## src/rtl/nibble_serial_subtractor_pkg.sv

```systemverilog
// Shared ALU definitions for the nibble-serial subtractor: the FSM state
// type, the default geometry and the helpers that derive the group count
// and the group index width from it.
package alu_pkg;

    typedef enum logic [1:0] {
        IDLE,
        RUN,
        DONE
    } state_t;

    localparam int unsigned WIDTH_DEFAULT = 16;
    localparam int unsigned GROUP_DEFAULT = 4;

    function automatic int unsigned num_groups(input int unsigned width,
                                               input int unsigned group);
        return width / group;
    endfunction

    // Index counter width; kept at least 1 bit so a single-group build
    // still has a legal register.
    function automatic int unsigned idx_width(input int unsigned n);
        return (n > 1) ? $clog2(n) : 1;
    endfunction

endpackage

```

## src/rtl/nibble_serial_subtractor_group_sub_slice.sv

```systemverilog
// Combinational GROUP-bit lookahead slice.
// Ports:
//   p         - per-bit propagate (a ^ nb)
//   g         - per-bit generate  (a & nb)
//   carry_in  - carry into bit 0 of the group
//   sum       - p ^ carry for each bit
//   carry_out - carry out of the top bit
// Every internal carry is a flat sum of products (AND level, then OR level)
// rather than a ripple, so depth stays two gates regardless of GROUP.
module group_sub_slice #(
    parameter int unsigned GROUP = 4
) (
    input  logic [GROUP-1:0] p,
    input  logic [GROUP-1:0] g,
    input  logic             carry_in,
    output logic [GROUP-1:0] sum,
    output logic             carry_out
);

    // w_gc[0] is the incoming carry, w_gc[j] the generate of bit j-1, so a
    // term starting at position j is w_gc[j] propagated through p[j..i].
    logic [GROUP:0] w_gc;
    logic [GROUP:0] w_c;
    logic           w_prod;

    assign w_gc = {g, carry_in};

    always_comb begin
        w_c    = '0;
        w_prod = 1'b0;
        w_c[0] = carry_in;
        for (int unsigned i = 0; i < GROUP; i++) begin
            w_c[i+1] = g[i];
            for (int unsigned j = 0; j <= i; j++) begin
                w_prod = w_gc[j];
                for (int unsigned k = j; k <= i; k++) begin
                    w_prod = w_prod & p[k];
                end
                w_c[i+1] = w_c[i+1] | w_prod;
            end
        end
    end

    assign sum       = p ^ w_c[GROUP-1:0];
    assign carry_out = w_c[GROUP];

endmodule

```

## src/rtl/nibble_serial_subtractor.sv

```systemverilog
// Multi-cycle subtractor: diff = a - b (mod 2^WIDTH), evaluated as
// a + ~b + 1 one GROUP-bit slice per clock, the inter-group carry held in
// a register.
// Ports:
//   clk, rst_n          - clock (rising edge), async active-low reset
//   in_valid / in_ready - operand handshake (accepted only in IDLE)
//   a, b                - minuend, subtrahend (latched at acceptance)
//   out_valid/out_ready - result handshake (result held while in DONE)
//   diff                - a - b modulo 2^WIDTH
//   borrow              - unsigned underflow (a < b)
//   overflow            - signed two's-complement overflow
module nibble_serial_subtractor
    import alu_pkg::*;
#(
    parameter int unsigned WIDTH = WIDTH_DEFAULT,
    parameter int unsigned GROUP = GROUP_DEFAULT
) (
    input  logic             clk,
    input  logic             rst_n,
    input  logic             in_valid,
    output logic             in_ready,
    input  logic [WIDTH-1:0] a,
    input  logic [WIDTH-1:0] b,
    output logic             out_valid,
    input  logic             out_ready,
    output logic [WIDTH-1:0] diff,
    output logic             borrow,
    output logic             overflow
);

    localparam int unsigned NUM_GROUPS = num_groups(WIDTH, GROUP);
    localparam int unsigned IDX_W      = idx_width(NUM_GROUPS);
    localparam int unsigned MSB        = WIDTH - 1;

    state_t             r_state;
    logic [WIDTH-1:0]   r_a;
    logic [WIDTH-1:0]   r_nb;
    logic [IDX_W-1:0]   r_idx;
    logic               r_carry;
    logic [WIDTH-1:0]   r_diff;
    logic               r_borrow;
    logic               r_overflow;

    logic [GROUP-1:0]   w_a_grp;
    logic [GROUP-1:0]   w_nb_grp;
    logic [GROUP-1:0]   w_sum;
    logic               w_cout;
    logic               w_last;

    assign w_a_grp  = r_a[r_idx*GROUP +: GROUP];
    assign w_nb_grp = r_nb[r_idx*GROUP +: GROUP];
    assign w_last   = (r_idx == IDX_W'(NUM_GROUPS - 1));

    group_sub_slice #(
        .GROUP(GROUP)
    ) u_slice (
        .p        (w_a_grp ^ w_nb_grp),
        .g        (w_a_grp & w_nb_grp),
        .carry_in (r_carry),
        .sum      (w_sum),
        .carry_out(w_cout)
    );

    always_ff @(posedge clk or negedge rst_n) begin
        if (!rst_n) begin
            r_state    <= IDLE;
            r_a        <= '0;
            r_nb       <= '0;
            r_idx      <= '0;
            r_carry    <= 1'b0;
            r_diff     <= '0;
            r_borrow   <= 1'b0;
            r_overflow <= 1'b0;
        end else begin
            case (r_state)
                IDLE: begin
                    if (in_valid) begin
                        r_a     <= a;
                        r_nb    <= ~b;
                        r_idx   <= '0;
                        r_carry <= 1'b1;
                        r_state <= RUN;
                    end
                end
                RUN: begin
                    r_diff[r_idx*GROUP +: GROUP] <= w_sum;
                    r_carry <= w_cout;
                    r_idx   <= r_idx + IDX_W'(1);
                    if (w_last) begin
                        // Top slice is being written this edge, so the new
                        // MSB comes from w_sum, not from r_diff.
                        r_borrow   <= ~w_cout;
                        r_overflow <= (r_a[MSB] != ~r_nb[MSB]) &
                                      (w_sum[GROUP-1] != r_a[MSB]);
                        r_idx      <= '0;
                        r_state    <= DONE;
                    end
                end
                DONE: begin
                    if (out_ready) begin
                        r_state <= IDLE;
                    end
                end
                default: r_state <= IDLE;
            endcase
        end
    end

    assign in_ready  = (r_state == IDLE);
    assign out_valid = (r_state == DONE);
    assign diff      = r_diff;
    assign borrow    = r_borrow;
    assign overflow  = r_overflow;

endmodule

```

## config.mk

```make
export PLATFORM = sky130hd
export DESIGN_NAME = nibble_serial_subtractor
export DESIGN_NICKNAME = d
export VERILOG_FILES = /design/src/rtl/nibble_serial_subtractor_pkg.sv /design/src/rtl/nibble_serial_subtractor_group_sub_slice.sv /design/src/rtl/nibble_serial_subtractor.sv
export SDC_FILE = /design/constraint.sdc
export NUM_CORES = 1
export LEC_CHECK = 0
export ABC_AREA = 0
export CAP_MARGIN = 15
export CORE_ASPECT_RATIO = 0.75
export CORE_MARGIN = 2
export CORE_UTILIZATION = 45
export DETAILED_ROUTE_END_ITERATION = 16
export MAX_ROUTING_LAYER = met4
export PLACE_DENSITY = 0.8
export SKIP_CTS_REPAIR_TIMING = 1
export SYNTH_ARGS = -nofsm -noshare
export SYNTH_HDL_FRONTEND = slang
export SYNTH_SLANG_ARGS = --single-unit
export TNS_END_PERCENT = 50
```

## constraint.sdc

```tcl
create_clock -name clk -period 2.4 [get_ports clk]
set_input_delay 0.6 -clock clk [delete_from_list [all_inputs] [get_ports clk]]
set_output_delay 0.6 -clock clk [all_outputs]
set_load 0.01 [all_outputs]
```

==> key figures <==
Floorplan
  • Ports: 56
  • Die W: approximately 91 um
  • Starting density of the core: approximately 47%
  • Die area: 6360 sq um
  • Core area: roughly 5400 sq um
  • Die Y: 69.6 um
  • Row count: 23

Global routing
  • Pin count of the biggest net entering global routing: 35
  • Vias in the first global route: between 1.5k and 2k
  • Total GRT Usage: 18.9%
  • First-pass GRT wire length: 9260 um
  • Total grt overflow: 0
  • Antenna violations before repair: 0

Hold path
  • Hold Crit Class: input pin to async pin

Detailed routing
  • Remaining antenna violation count: 0
  • Residual DRC count: 0
  • Router iterations before antenna repair: 5
  • Post-detailed-route wirelength per cell: 15.2 um
  • Final WL: 5600 um
  • DR vias: approximately 1.9k
  • Via/cell ratio: roughly 5
  • 1st-iter DRT viols: 121

Finish
  • Most common cell after layout, fill and taps aside: nand2_1
  • Layout area overhead: 30.7%
  • Share of layout cells above drive strength 1: 12.6%
  • Final Util: 62.0%
  • Fillcell total: roughly 440
  • Nets: 340
  • Most frequent cells in the layout: nand2_1 (75), dfrtp_1 (54), clkdlybuf4s50_1 (54), o21ai_0 (20), a22o_1 (16)
  • Inserted Diodes: 0

Setup path
  • Reg-to-Reg End: diff[11]
  • Worst-path fanout max: 4
  • Worst Path Required: 2.59 ns
  • Critical path origin: r_idx[0]
  • Arrival time worst endpoint: 2.49 ns
  • CP Class: register to register
  • Worst reg-to-reg setup slack: 0.1 ns
  • Worst setup path endpoint: diff[11]
  • Worst Reg-to-Reg Cells: 7
  • Startpoint Class: register
  • CP Capture Type: register
  • R2r startpoint: r_idx[0]

Synth
  • Library cells used by synthesis: 35
  • Synth Cell Area: 2580 sq um
  • Mapped Cells: between 200 and 250
  • Number of synthesized flops with an enable pin: 0
  • Top cells by area, synth: dfrtp_1 (53%), nand2_1 (11%), a22o_1 (5.4%)
  • Area leader, netlist: dfrtp_1
  • Syn nets: 278
  • Sequential-to-total area share from yosys stat: between 50% and 60%
  • Top FF cell, synth: dfrtp_1
  • Number of synthesized register bits: 55
  • Synth async-reset ratio: 100%
  • Area share of the largest cell type after synthesis: 53.3%
  • Mean cell area of the mapped netlist: 11.2 sq um
  • Yosys warnings: 0

Pwr
  • Peak VDD IR: ~0.73 mV
  • PD cells: approximately 1400 nW/um^2
  • P_leak: 0.00154 uW

Place
  • Pre-CTS WS: 0.0546 ns
  • Routability cong.: 0.868
  • Port Buf Inserts: 55
  • Post-DP HPWL: 4110 um

Clock tree
  • Bufs on Longest Clock Path: 2
  • Worst skew pair latency: 0.30 ns
  • H-tree depth: 2
  • Reg clk slew, reported paths: 0.10 ns
  • Clock sinks: 55
  • Cell chosen for the clock root: clkbuf_8
  • CTS Buf Count: 5
  • CTS tree: yes

STA
  • Final Slew Violations: 0
  • Final count of hold timing violations: 0
  • Final TNS setup: 0 ns
  • Tmin final: ~2.3 ns
  • Final setup viols: 0
  • FMAX: 434 MHz
  • Final WS setup: 0.0985 ns
  • RSZ-0062 raised after global routing: false
  • Post-Route Skew: 0.0112 ns
  • Worst slew margin: 64.2%
  • Slew @ Worst Pin: 0.536 ns
  • Fin crit share: between 90% and 100%

Run
  • Max-cap check violation count: 0

Status
  • Run status: completed
## metrics by stage
| step | cell area [sq um] | cells | hold slack [ns] | total power [uW] |
|---|---|---|---|---|
| 2_1_floorplan | 2610 | 230 | 0.304 | 3240 |
| 6_report | 3370 | 368 | 0.258 | 4750 |
| 3_5_place_dp | 3270 | 360 | 0.459 | 4190 |
| 3_3_place_gp | 3270 | 360 | 0.453 | 4090 |
| 4_1_cts | 3370 | 368 | 0.269 | 4750 |
| 5_1_grt | 3370 | 368 | 0.297 | 5110 |
## synth_stat cells, types with 2 or more instances
| master | count |
|---|---|
| buf_2 | 3 |
| buf_6 | 2 |
| o21ai_0 | 20 |
| o31ai_1 | 2 |
| nand3_1 | 2 |
| mux4_2 | 6 |
| nor4_4 | 2 |
| a22o_1 | 16 |
| nand2b_1 | 2 |
| inv_1 | 3 |
| mux4_1 | 2 |
| nand2_1 | 76 |
| a21oi_1 | 2 |
| ha_1 | 11 |
| buf_4 | 3 |
| clkbuf_1 | 3 |
| xor2_1 | 2 |
| dfrtp_1 | 55 |
| nor2_1 | 2 |
## kinds of logic after synthesis
kind of cell	synth area share [%]
simple gates	17.1
compound gates	11.5
buf+inv	3.20
fa+ha+maj	6.11
mux	7.71
flops	53.3
xor+xnor	1.02
## layout make-up
cell class | instances | area [sq um] | area share [%]
repair buffers | 66 | 641 | 19.0
clock inverters | 2 | 16.3 | 0.482
well taps | 75 | 93.8 | 2.78
inverters | 3 | 11.3 | 0.334
flip-flops and latches | 55 | 1380 | 40.9
multi-input cells | 161 | 1150 | 34.1
clock buffers | 6 | 82.6 | 2.45
## critical path, stage by stage, from the launching register on
cell	delay (ns)
dfrtp_2	0.42
mux4_2	0.57
ha_4	0.26
ha_2	0.17
o211ai_1	0.22
nand2_2	0.13
xor2_2	0.22
a22o_1	0.21
## report_power, final
part           leakage [uW]  switching (uW)  internal [uW]  total (uW)
clock network     0.0000474             296            236         532
registers          0.000702             257           1310        1560
logic              0.000790            1430           1230        2660
## metal layers
metal,share of wire (%),GRT usage [%]
met3,4.4,3.70
met1,46,25.0
met2,47,30.1
met5,0,-
met4,2.2,5.22
## worst min path at each step
stage,startpoint,to,slack [ns],depth (start not counted)
after floorplan,rst_n,borrow,0.30,0
after global routing,rst_n,diff[9],0.30,1
after detailed placement,r_a[5],r_a[5],0.46,2
after CTS,rst_n,diff[8],0.27,1
final,rst_n,diff[6],0.26,1
after global placement,r_a[7],r_a[7],0.45,2
## flip-flops by register name (all words and copies together), names as in the netlist
name and count:
borrow 1, diff 16, overflow 1, r_a 16, r_carry 1, r_idx 2
r_nb 16, r_state 2
(Power assumes the default switching activity.)
